--- src/rtl/x87_decode_stream.sv ---
// Streaming x87 opcode decoder (9B / D8..DF+ModRM) feeding a small command FIFO.
// Optional X87_DEC_MODRM_EN: stores the raw ModRM byte per entry and exposes out_modrm_o.
module x87_decode_stream #(
  parameter int unsigned CMD_W = 6,
  parameter int unsigned DEPTH = 4
) (
  input  logic                         clk,
  input  logic                         rst_n,
  input  logic                         in_valid_i,
  output logic                         in_ready_o,
  input  logic [7:0]                   in_byte_i,
  input  logic                         in_flush_i,
  output logic                         out_valid_o,
  input  logic                         out_ready_i,
  output logic [CMD_W-1:0]             out_cmd_o,
  output logic [2:0]                   out_idx_o,
  output logic                         out_mem_o,
`ifdef X87_DEC_MODRM_EN
  output logic [7:0]                   out_modrm_o,
`endif
  output logic [$clog2(DEPTH+1)-1:0]   level_o,
  output logic                         in_ill_o
);

  localparam int unsigned PTR_W  = $clog2(DEPTH);
  localparam int unsigned LVL_W  = $clog2(DEPTH+1);
  localparam bit          EXT_EN = (CMD_W >= 6);

  typedef enum logic {S_OP1, S_OP2} state_t;

  typedef struct packed {
    logic [CMD_W-1:0] cmd;
    logic [2:0]       idx;
    logic             mem;
`ifdef X87_DEC_MODRM_EN
    logic [7:0]       modrm;
`endif
  } entry_t;

  state_t             state_q, state_d;
  logic [2:0]         op1_q, op1_d;
  logic               ill_q, ill_d;
  entry_t             mem_q [DEPTH];
  logic [PTR_W-1:0]   wr_q, rd_q;
  logic [LVL_W-1:0]   count_q;
  logic               acc, push, pop;
  entry_t             push_ent, head;

  // Map low opcode bits (D8+op) and ModRM to a command code.
  function automatic logic [CMD_W-1:0] decode(input logic [2:0] op, input logic [7:0] m);
    logic [5:0] c;
    logic       ext;
    logic [2:0] rg, rm;
    c   = 6'd31;
    ext = 1'b0;
    rg  = m[5:3];
    rm  = m[2:0];
    if (m[7:6] != 2'b11) begin
      if (op == 3'd1) begin
        case (rg)
          3'd0:    c = 6'd6;
          3'd3:    c = 6'd8;
          3'd5:    c = 6'd3;
          3'd7:    c = 6'd4;
          default: c = 6'd31;
        endcase
      end else if (op == 3'd5) begin
        case (rg)
          3'd0:    c = 6'd7;
          3'd3:    c = 6'd9;
          default: c = 6'd31;
        endcase
      end
    end else begin
      case (op)
        3'd0: begin
          case (rg)
            3'd0: c = 6'd20;
            3'd1: c = 6'd21;
            3'd2: c = 6'd23;
            3'd3: c = 6'd26;
            3'd4: c = 6'd24;
            3'd5: c = 6'd25;
            3'd6: c = 6'd22;
            default: begin c = 6'd34; ext = 1'b1; end
          endcase
        end
        3'd1: begin
          if (rg == 3'd0)                    c = 6'd10;
          else if (rg == 3'd1)               c = 6'd11;
          else if (rg == 3'd4 && rm == 3'd0) begin c = 6'd36; ext = 1'b1; end
          else if (rg == 3'd4 && rm == 3'd1) begin c = 6'd37; ext = 1'b1; end
          else if (rg == 3'd5 && rm == 3'd0) begin c = 6'd39; ext = 1'b1; end
          else if (rg == 3'd5 && rm == 3'd6) begin c = 6'd38; ext = 1'b1; end
        end
        3'd3: if (m == 8'hE3) c = 6'd2;
        3'd5: if (rg == 3'd3) c = 6'd12;
        3'd6: begin
          case (rg)
            3'd0: c = 6'd27;
            3'd1: c = 6'd28;
            3'd7: c = 6'd29;
            3'd5: begin c = 6'd32; ext = 1'b1; end
            3'd4: begin c = 6'd33; ext = 1'b1; end
            3'd6: begin c = 6'd35; ext = 1'b1; end
            3'd3: if (rm == 3'd1) begin c = 6'd40; ext = 1'b1; end
            default: c = 6'd31;
          endcase
        end
        3'd7: if (m == 8'hE0) c = 6'd1;
        default: c = 6'd31;
      endcase
    end
    if (ext && !EXT_EN) c = 6'd31;
    return CMD_W'(c);
  endfunction

  assign in_ready_o  = (count_q != LVL_W'(DEPTH)) && !in_flush_i;
  assign out_valid_o = (count_q != '0);
  assign acc         = in_valid_i && in_ready_o;
  assign pop         = out_valid_o && out_ready_i && !in_flush_i;

  always_ff @(posedge clk or negedge rst_n) begin
    if (!rst_n) begin
      state_q <= S_OP1;
      op1_q   <= '0;
      ill_q   <= 1'b0;
    end else begin
      state_q <= state_d;
      op1_q   <= op1_d;
      ill_q   <= ill_d;
    end
  end

  // Byte assembly: 9B pushes alone, D8..DF waits for ModRM, anything else is dropped.
  always_comb begin
    state_d  = state_q;
    op1_d    = op1_q;
    ill_d    = 1'b0;
    push     = 1'b0;
    push_ent = '0;
    if (in_flush_i) begin
      state_d = S_OP1;
    end else if (acc) begin
      case (state_q)
        S_OP1: begin
          if (in_byte_i == 8'h9B) begin
            push         = 1'b1;
            push_ent.cmd = CMD_W'(5);
          end else if (in_byte_i[7:3] == 5'b11011) begin
            op1_d   = in_byte_i[2:0];
            state_d = S_OP2;
          end else begin
            ill_d = 1'b1;
          end
        end
        default: begin
          push         = 1'b1;
          push_ent.cmd = decode(op1_q, in_byte_i);
          push_ent.idx = in_byte_i[2:0];
          push_ent.mem = (in_byte_i[7:6] != 2'b11);
`ifdef X87_DEC_MODRM_EN
          push_ent.modrm = in_byte_i;
`endif
          state_d = S_OP1;
        end
      endcase
    end
  end

  always_ff @(posedge clk or negedge rst_n) begin
    if (!rst_n) begin
      for (int i = 0; i < int'(DEPTH); i++) mem_q[i] <= '0;
      wr_q    <= '0;
      rd_q    <= '0;
      count_q <= '0;
    end else if (in_flush_i) begin
      wr_q    <= '0;
      rd_q    <= '0;
      count_q <= '0;
    end else begin
      if (push) begin
        mem_q[wr_q] <= push_ent;
        wr_q        <= wr_q + PTR_W'(1);
      end
      if (pop) rd_q <= rd_q + PTR_W'(1);
      case ({push, pop})
        2'b10:   count_q <= count_q + LVL_W'(1);
        2'b01:   count_q <= count_q - LVL_W'(1);
        default: count_q <= count_q;
      endcase
    end
  end

  assign head      = mem_q[rd_q];
  assign out_cmd_o = head.cmd;
  assign out_idx_o = head.idx;
  assign out_mem_o = head.mem;
`ifdef X87_DEC_MODRM_EN
  assign out_modrm_o = head.modrm;
`endif
  assign level_o   = count_q;
  assign in_ill_o  = ill_q;

endmodule

--- config.mk ---
export PLATFORM = sky130hd
export DESIGN_NAME = x87_decode_stream
export DESIGN_NICKNAME = d
export VERILOG_FILES = /design/src/rtl/x87_decode_stream.sv
export SDC_FILE = /design/constraint.sdc
export NUM_CORES = 1
export LEC_CHECK = 0
export ABC_CLOCK_PERIOD_IN_PS = 3100
export BUFFER_PORTS_ARGS = -buffer_cell sky130_fd_sc_hd__buf_4
export CAP_MARGIN = 10
export CORE_ASPECT_RATIO = 2
export CORE_MARGIN = 5
export CORE_UTILIZATION = 60
export CTS_BUF_LIST = sky130_fd_sc_hd__clkbuf_4 sky130_fd_sc_hd__clkbuf_8 sky130_fd_sc_hd__clkbuf_16
export CTS_CLUSTER_SIZE = 25
export DETAILED_ROUTE_END_ITERATION = 8
export GPL_TIMING_DRIVEN = 0
export PLACE_DENSITY_LB_ADDON = 0.25
export REMOVE_ABC_BUFFERS = 1
export SYNTH_ARGS = -nofsm -noshare
export SYNTH_HDL_FRONTEND = slang
export SYNTH_SLANG_ARGS = --single-unit
--- constraint.sdc ---
create_clock -name clk -period 3.1 [get_ports clk]
set_clock_uncertainty 0.05 [all_clocks]
set_input_delay 0.31 -clock clk [delete_from_list [all_inputs] [get_ports clk]]
set_output_delay 0.31 -clock clk [all_outputs]
set_load 0.05 [all_outputs]
==> out/qor.txt, run 1 <==
status -> completed
Worst-path clk slew -> 0.09 ns
first-pass GRT wire length -> 12.3 mm
Layout Cells excl Fill -> 418
Clock Sinks -> 52
Hold Crit Class -> primary input to flip-flop
CTS Buf Count -> 5
CP Data Arrival Time -> 2.59 ns
RSZ-0062 raised after global routing -> no
Peak Freq -> 0.409 GHz
Tmin final -> 2.44 ns
Netlist cell types -> 63
post-DR vias/cell -> 6.28
Synth area leader -> dfrtp_1
Hold Vio Cnt, Final -> 0
routed length per instance -> 17.9 um
worst hold margin -> 0.202 ns
IO Port Bufs -> 28
Area contributors post-synth -> dfrtp_1, nand2_1, mux4_2
die height -> 113 um
Worst-Skew Late Latency -> 0.31 ns
ANT cells -> 0
max_slew headroom -> 50.0%
largest net degree at the start of global routing -> 53
Hold Crit Depth -> 2
Synth async-reset ratio -> 100%
Core Rows -> 37
Synth Flop Type -> dfrtp_1
register area share after synthesis -> 40.6%
Net count, final -> 377
clk root buf -> clkbuf_8
FF+latch count, synth -> 52
total core area -> 5180 sq um
peak supply drop -> 370 uV
R2R Setup Slk -> 0.66 ns
worst flop-to-flop path startpoint -> level_o[1]
Worst Tran Pin Value -> 0.750 ns
final wirelength -> 7.47 mm
via count -> 2624
max-slew violation count -> 0
worst-path fanout max -> 7
number of gates resized after cts -> 0
CTS tree -> built
max-cap violation count -> 0
fraction of layout cells with a size suffix above 1 -> 19.4%
leak pwr -> 1.50 nW
GRT Overall Usage -> 23.2%
Die Span X -> 61.7 um
CTS max path bufs -> 2
Min-Delay Endpoint -> state_q
DR pass1 iterations -> 4
required time worst endpoint -> 3.25 ns
Initial Util -> 61.8%
synthesized area per cell -> 9.21 sq um
Post CTS Setup Buffer Count -> 0
Cell Pwr Density -> 422 nW/um^2
Hold Startpoint -> in_flush_i
Setup TNS -> 0 ns
worst flop-to-flop path endpoint -> level_o[2]
Final setup viols -> 0
Worst R2R Path Depth -> 9
CP endpoint kind -> flip-flop
die footprint -> 6990 sq um
Hold Buf Count CTS -> 1
EDFF count, synth -> 0
fin crit share -> 78.8%
post-route ant nets -> 0
placed insts -> 409
CP startpoint kind -> flip-flop
post-synth top area share -> 40.6%
Final Wtd Congestion -> 0.971
vias in the first global route -> 2612
H-tree levels -> 2
1st-iter DRT viols -> 147
Synth warnings -> 0
total gr overflow -> 0
DP HPWL -> 5.57 mm
drt drc -> 0
synthesized area -> 3210 sq um
kind of critical path -> flip-flop to flip-flop
Area Overhead vs Synth -> 8.86%
Syn Inst Count -> 348
IO Pins -> 29
initial antenna violation count -> 0
## state kept, by name, indices dropped and copies added (netlist names)
register,count
mem_q,40
rd_q,2
op1_q,3
wr_q,2
state_q,1
level_o,3
in_ill_o,1
## power breakdown
group | internal [mW] | total [mW] | switching, mW
combinational | 0.106 | 0.275 | 0.169
clock | 0.248 | 0.464 | 0.216
sequential | 0.691 | 0.734 | 0.0425
total | 1.05 | 1.47 | 0.427
## layout make-up
type | count | area (sq um)
Fill cell | 434 | 1700
Multi-Input combinational cell | 265 | 1760
Inverter | 6 | 22.5
Sequential cell | 52 | 1300
Timing Repair Buffer | 29 | 220
Clock buffer | 6 | 76.3
Tap cell | 58 | 72.6
Clock inverter | 2 | 35.0
## per-stage QoR
step	setup slack, ns	cell area, sq um	util, %	power, mW
floorplan	0.585	3090	-	0.916
global placement	0.494	3370	65.0	1.02
detailed placement	0.453	3370	65.0	1.02
CTS	0.669	3490	67.3	1.48
global route	0.449	3490	67.3	1.53
finish	0.657	3490	67.3	1.47
## logic make-up (layout without fill, tap and decap cells)
logic type | after synthesis | in the layout | share of synthesized area, %
AO/OA/AOI/OAI | 83 | 83 | 17.4
buffers and inverters | 31 | 43 | 4.45
flip-flops | 52 | 52 | 40.6
AND/OR/NAND/NOR | 152 | 152 | 23.5
adder cells (fa/ha/maj) | 5 | 5 | 2.19
XOR/XNOR | 5 | 5 | 1.37
multiplexers | 20 | 20 | 10.5
## routing by layer
| metal | vias to the layer above | global-route usage [%] | share of wire [%] |
|---|---|---|---|
| met5 | - | 0 | 0 |
| met4 | 0 | 12.0 | 4.0 |
| met3 | 20 | 3.06 | 3.7 |
| met2 | 64 | 39.3 | 55 |
| met1 | 1271 | 27.1 | 38 |
| li1 | 1269 | - | - |
## cells in the final DEF (no fill, tap or decap), types with 3 or more instances in the layout
cell type	count
nand2b_1	5
mux4_2	10
o21ai_0	31
xnor2_1	3
nor3_1	9
inv_1	6
o211ai_1	3
buf_4	28
nor3b_1	3
o22ai_1	4
dfrtp_1	52
or2_2	6
nor2b_1	8
nand3_1	9
or3b_2	3
nor2_1	26
nand2_1	61
or3_1	5
o31ai_1	7
clkbuf_8	5
o22a_1	4
a21oi_1	7
mux2_2	8
ha_1	4
nand3b_1	3
## synth_stat cells (2+ instances only)
master     number
nor2_1         26
o21a_1          2
clkbuf_1       11
or2_2           6
a211oi_1        2
nor3_1          9
buf_2          11
nand2_1        61
or3_1           5
xor2_1          2
and3b_1         2
inv_1           6
o31ai_1         7
nand3_1         9
a22oi_1         2
nor2b_1         8
dfrtp_1        52
nand2b_1        5
o22a_1          4
o21ai_0        31
a21oi_1         7
mux4_2         10
ha_1            4
xnor2_1         3
o22ai_1         4
or3b_2          3
mux2i_1         2
and2_1          2
mux2_2          8
a221oi_1        2
nand3b_1        3
o211ai_1        3
a31oi_1         2
o311ai_0        2
o2111ai_1       2
nor3b_1         3
## worst max path at each step
stage	start	end	slack [ns]	cells past startpoint
after detailed placement	in_byte_i[3]	level_o[2]	0.45	10
after CTS	level_o[1]	level_o[2]	0.67	9
after global routing	level_o[1]	level_o[2]	0.45	9
final	level_o[1]	level_o[2]	0.66	9
after global placement	in_byte_i[3]	level_o[2]	0.49	10
after floorplan	level_o[2]	level_o[2]	0.59	9
## critical path, cell delays in order (launching register included)
cell and delay, ns:
dfrtp_1 0.45, or3b_2 0.57, nand2_2 0.17, nor2_2 0.10
nor3_1 0.26, fa_1 0.23, nand2_1 0.05, nor3_1 0.19
o21ai_0 0.12, nor3b_1 0.14
(Power assumes the default switching activity.)
==> run 2, diff against run 1 <==
Settings changed: ABC_CLOCK_PERIOD_IN_PS 3100 to 2200, CORE_UTILIZATION 60 to 54.
Clock period 3.1 ns to 2.2 ns, I/O delays scaled along.
==> run 2 against run 1 <==
Compared with the run above: wire length is 4.7% higher; clock power is 91% higher; flip-flop and latch count stayed put; utilization is 4.7 points lower; power is 58% higher; global-route usage is 1.5 points lower; largest cell class unchanged; combinational power is 45% higher; highest routed layer unchanged; non-clock buffer count stayed put; critical path type unchanged; largest power group unchanged; critical path depth stayed put; critical endpoint unchanged.
==> out/qor.txt, run 2 (same netlist as run 1, synthesis figures left out) <==
fraction of layout cells with a size suffix above 1 -> 22.2%
Area Overhead vs Synth -> 12.4%
initial antenna violation count -> 0
Hold Crit Class -> primary input to flip-flop
post-DR vias/cell -> 6.21
IO Port Bufs -> 28
H-tree levels -> 2
Worst-Skew Late Latency -> 0.29 ns
worst path cell trace -> or3b_4 > nand2_4 > nor2_4 > nor3_2 > fa_1 > nand2_1 > nor3_2 > o21ai_0 > nor3b_2
critical path's slowest cell -> or3b_4
CTS Buf Count -> 5
drt drc -> 0
CTS tree -> built
1st-iter DRT viols -> 201
Final Wtd Congestion -> 0.950
commonest non-fill, non-tap cell in the layout -> nand2_1
peak supply drop -> 410 uV
Final setup viols -> 0
largest net degree at the start of global routing -> 53
required time worst endpoint -> 2.32 ns
Largest register FFs -> 40
final core occ -> 62.6%
Initial Util -> 55.7%
final wirelength -> 7.83 mm
slowest stage delay, CP -> 0.46 ns
Worst-path clk slew -> 0.07 ns
total gr overflow -> 0
Core Rows -> 39
die height -> 119 um
die footprint -> 7670 sq um
first-pass GRT wire length -> 13.2 mm
CP Data Arrival Time -> 2.31 ns
CTS max path bufs -> 2
max_slew headroom -> 56.9%
ANT cells -> 0
total core area -> 5760 sq um
IO Pins -> 29
Tmin final -> 2.19 ns
DR pass1 iterations -> 4
fin crit share -> 99.4%
worst-path fanout max -> 7
Worst Tran Pin Value -> 0.647 ns
CP dominant cell by count -> nor3_2
Hold Vio Cnt, Final -> 0
Peak Freq -> 0.457 GHz
routed length per instance -> 18.6 um
CP endpoint kind -> flip-flop
Clock Sinks -> 52
Buf+Inv Stages, Crit Path -> 0
vias in the first global route -> 2775
status -> completed
Largest Register -> mem_q
GRT Overall Usage -> 21.7%
commonest cells after routing, fill and taps aside -> nand2_1, dfrtp_1, o21ai_0, buf_4, nor2_1
Setup TNS -> 0 ns
max-cap violation count -> 0
Post-DP Area -> 3370 sq um
RSZ-0062 raised after global routing -> yes
Post CTS Setup Buffer Count -> 0
crit-path leading delay family -> simple AND/OR/NAND/NOR gates
DP HPWL -> 5.71 mm
CP startpoint kind -> flip-flop
max-slew violation count -> 0
leak pwr -> 1.52 nW
Cell Pwr Density -> 645 nW/um^2
clk root buf -> clkbuf_16
kind of critical path -> flip-flop to flip-flop
post-route ant nets -> 0
Die Span X -> 64.5 um
Net count, final -> 377
via count -> 2616
finished layout cell area -> 3600 sq um
worst hold margin -> 0.142 ns
[run 2: worst paths after layout]
check | cells after the start | end | slack [ns] | start
worst max-delay path | 9 | level_o[2] | 0.01 | level_o[1]
worst min-delay path | 2 | rd_q[0] | 0.14 | in_flush_i
worst max register to register | 9 | level_o[2] | 0.01 | level_o[1]
worst min register to register | 2 | mem_q[17] | 0.42 | mem_q[17]
max in group asynchronous | 2 | op1_q[0] | 1.18 | rst_n
min in group asynchronous | 2 | mem_q[0] | 0.44 | rst_n
[run 2: power by group]
part | switching (mW) | internal [mW]
logic | 0.245 | 0.154
registers | 0.0597 | 0.977
clock network | 0.339 | 0.548
total | 0.644 | 1.68
[run 2: layout make-up]
class	count	area, sq um
Fill cell	498	2160
Clock buffer	6	133
Timing Repair Buffer	29	220
Multi-Input combinational cell	265	1810
Tap cell	61	76.3
Inverter	6	22.5
Clock inverter	2	35.0
Sequential cell	52	1310
[run 2: through the flow]
stage,cells,total power [mW],setup slack (ns)
final,421,2.32,0.0139
after global routing,421,2.40,-0.0687
after global placement,412,1.43,-0.325
after detailed placement,412,1.44,-0.356
after floorplan,323,1.29,-0.315
after CTS,421,2.32,0.00326
[run 2: routing by layer]
metal | vias up | routed length, um | track usage (%)
met5 | - | 0 | 0
met4 | 0 | 304 | 12.1
met3 | 25 | 268 | 2.73
met2 | 63 | 4250 | 39.2
met1 | 1256 | 3000 | 23.9
li1 | 1272 | - | -
[run 2: timing repair]
action,4_1_cts,5_1_grt
setup endpoints to repair,20,16
hold buffers,1,0
hold endpoints to repair,52,0
resized for setup,11,4
==> run 3, diff against run 2 <==
Settings changed: ABC_CLOCK_PERIOD_IN_PS 2200 to 2300, CORE_UTILIZATION 54 to 60.
Clock period 2.2 ns to 2.3 ns, I/O delays scaled along.
==> run 3 against run 2 <==
Compared with the run above: first-iteration DRC count fell by 31%; clock-buffer cell count did not move; sequential power fell by 5%; hold slack got worse by 0.014 ns; wire length down 4.0%; critical path depth did not move; largest cell class unchanged.
==> out/qor.txt, run 3 (same netlist as run 1, synthesis figures left out) <==
worst-path fanout max -> 7
Final Wtd Congestion -> 0.971
worst flop-to-flop path startpoint -> level_o[1]
largest net degree at the start of global routing -> 53
final wirelength -> 7.51 mm
initial antenna violation count -> 0
leak pwr -> 1.49 nW
routed length per instance -> 18.0 um
Net count, final -> 377
Setup TNS -> 0 ns
sequential power share -> 49.8%
commonest non-fill, non-tap cell in the layout -> nand2_1
fin crit share -> 95.8%
max-cap violation count -> 0
total core area -> 5180 sq um
fraction of layout cells with a size suffix above 1 -> 21.7%
Worst-Skew Late Latency -> 0.31 ns
CP Depth -> 9
Largest Register -> mem_q
Buf+Inv Stages, Crit Path -> 0
die footprint -> 6990 sq um
Final setup viols -> 0
worst flop-to-flop path endpoint -> level_o[2]
Layout Cells excl Fill -> 418
CTS Buf Count -> 5
NetSw -> 577 uW
worst hold margin -> 0.128 ns
via count -> 2638
status -> completed
Worst-path clk slew -> 0.09 ns
H-tree levels -> 2
vias in the first global route -> 2621
clk root buf -> clkbuf_8
Cell Pwr Density -> 564 nW/um^2
Area Overhead vs Synth -> 10.1%
Hold Crit Class -> primary input to flip-flop
post-route ant nets -> 0
R2R Setup Slk -> 0.1 ns
Peak Freq -> 0.454 GHz
worst setup slack after layout -> 0.0966 ns
switching fraction of total power -> 29.0%
die height -> 113 um
total gr overflow -> 0
Post-DP Area -> 3370 sq um
crit path to -> level_o[2]
Hold Vio Cnt, Final -> 0
CTS max path bufs -> 2
required time worst endpoint -> 2.48 ns
IO Port Bufs -> 28
CP Data Arrival Time -> 2.38 ns
drt drc -> 0
kind of critical path -> flip-flop to flip-flop
max_slew headroom -> 57.5%
critical path's slowest cell -> dfrtp_2
IO Pins -> 29
Tot Pwr -> 1.99 mW
Place WS -> -0.267 ns
Worst Tran Pin Value -> 0.638 ns
Largest register FFs -> 40
slowest stage delay, CP -> 0.46 ns
CP endpoint kind -> flip-flop
RSZ-0062 raised after global routing -> yes
CP startpoint kind -> flip-flop
DR pass1 iterations -> 4
crit path from -> level_o[1]
combinational group share of total power -> 19.0%
Die Span X -> 61.7 um
placed insts -> 409
final core occ -> 68.1%
max-slew violation count -> 0
clock share of power -> 31.2%
Initial Util -> 61.8%
worst path cell trace -> or3b_4 > nand2_2 > nor2_4 > nor3_2 > fa_1 > nor2_1 > o21a_1 > o21ai_0 > nor3b_1
first-pass GRT wire length -> 12.3 mm
Core Rows -> 37
peak supply drop -> 499 uV
crit-path leading delay family -> simple AND/OR/NAND/NOR gates
post-DR vias/cell -> 6.31
Clock Sinks -> 52
finished layout cell area -> 3530 sq um
1st-iter DRT viols -> 138
Tmin final -> 2.20 ns
CTS tree -> built
internal power -> 1.41 mW
ANT cells -> 0
Worst R2R Path Depth -> 9
GRT Overall Usage -> 23.2%
DP HPWL -> 5.57 mm
commonest cells after routing, fill and taps aside -> nand2_1, dfrtp_1, o21ai_0, buf_4, nor2_1
[run 3: cell counts in the layout (fill, tap and decap cells not counted)]
Identical to the previous run, type by type.
[run 3: how the worst min path moves through the flow]
stage,end,start,cells past startpoint
floorplan,in_ill_o,rst_n,0
global placement,mem_q[0],rst_n,1
detailed placement,mem_q[10],rst_n,1
CTS,state_q,in_flush_i,2
global route,state_q,in_flush_i,2
finish,state_q,in_flush_i,2
[run 3: repair_timing]
item / CTS / global route
hold buffers: 1 / 0
gates resized for setup: 4 / 8
setup buffers: 0 / 0
endpoints found under the setup margin: 4 / 25
endpoints found under the hold margin: 52 / 0
[run 3: power by group through the flow]
stage / registers (mW) / logic, mW / clock network (mW)
floorplan: 1.01 / 0.228 / 0
global placement: 1.01 / 0.365 / 0
detailed placement: 1.01 / 0.368 / 0
CTS: 0.988 / 0.375 / 0.636
global route: 0.998 / 0.412 / 0.667
finish: 0.991 / 0.378 / 0.621
[run 3: layout make-up]
class,count,area (sq um)
flip-flops and latches,52,1310
well taps,58,72.6
repair buffers,29,220
fillers,429,1650
multi-input cells,265,1800
inverters,6,22.5
clock inverters,2,35.0
clock buffers,6,76.3
[run 3: per-layer routing]
metal  track usage [%]  wire length, um
met3              3.06              281
met5                 0                0
met1              27.3             2810
met4              12.0              263
met2              39.3             4160
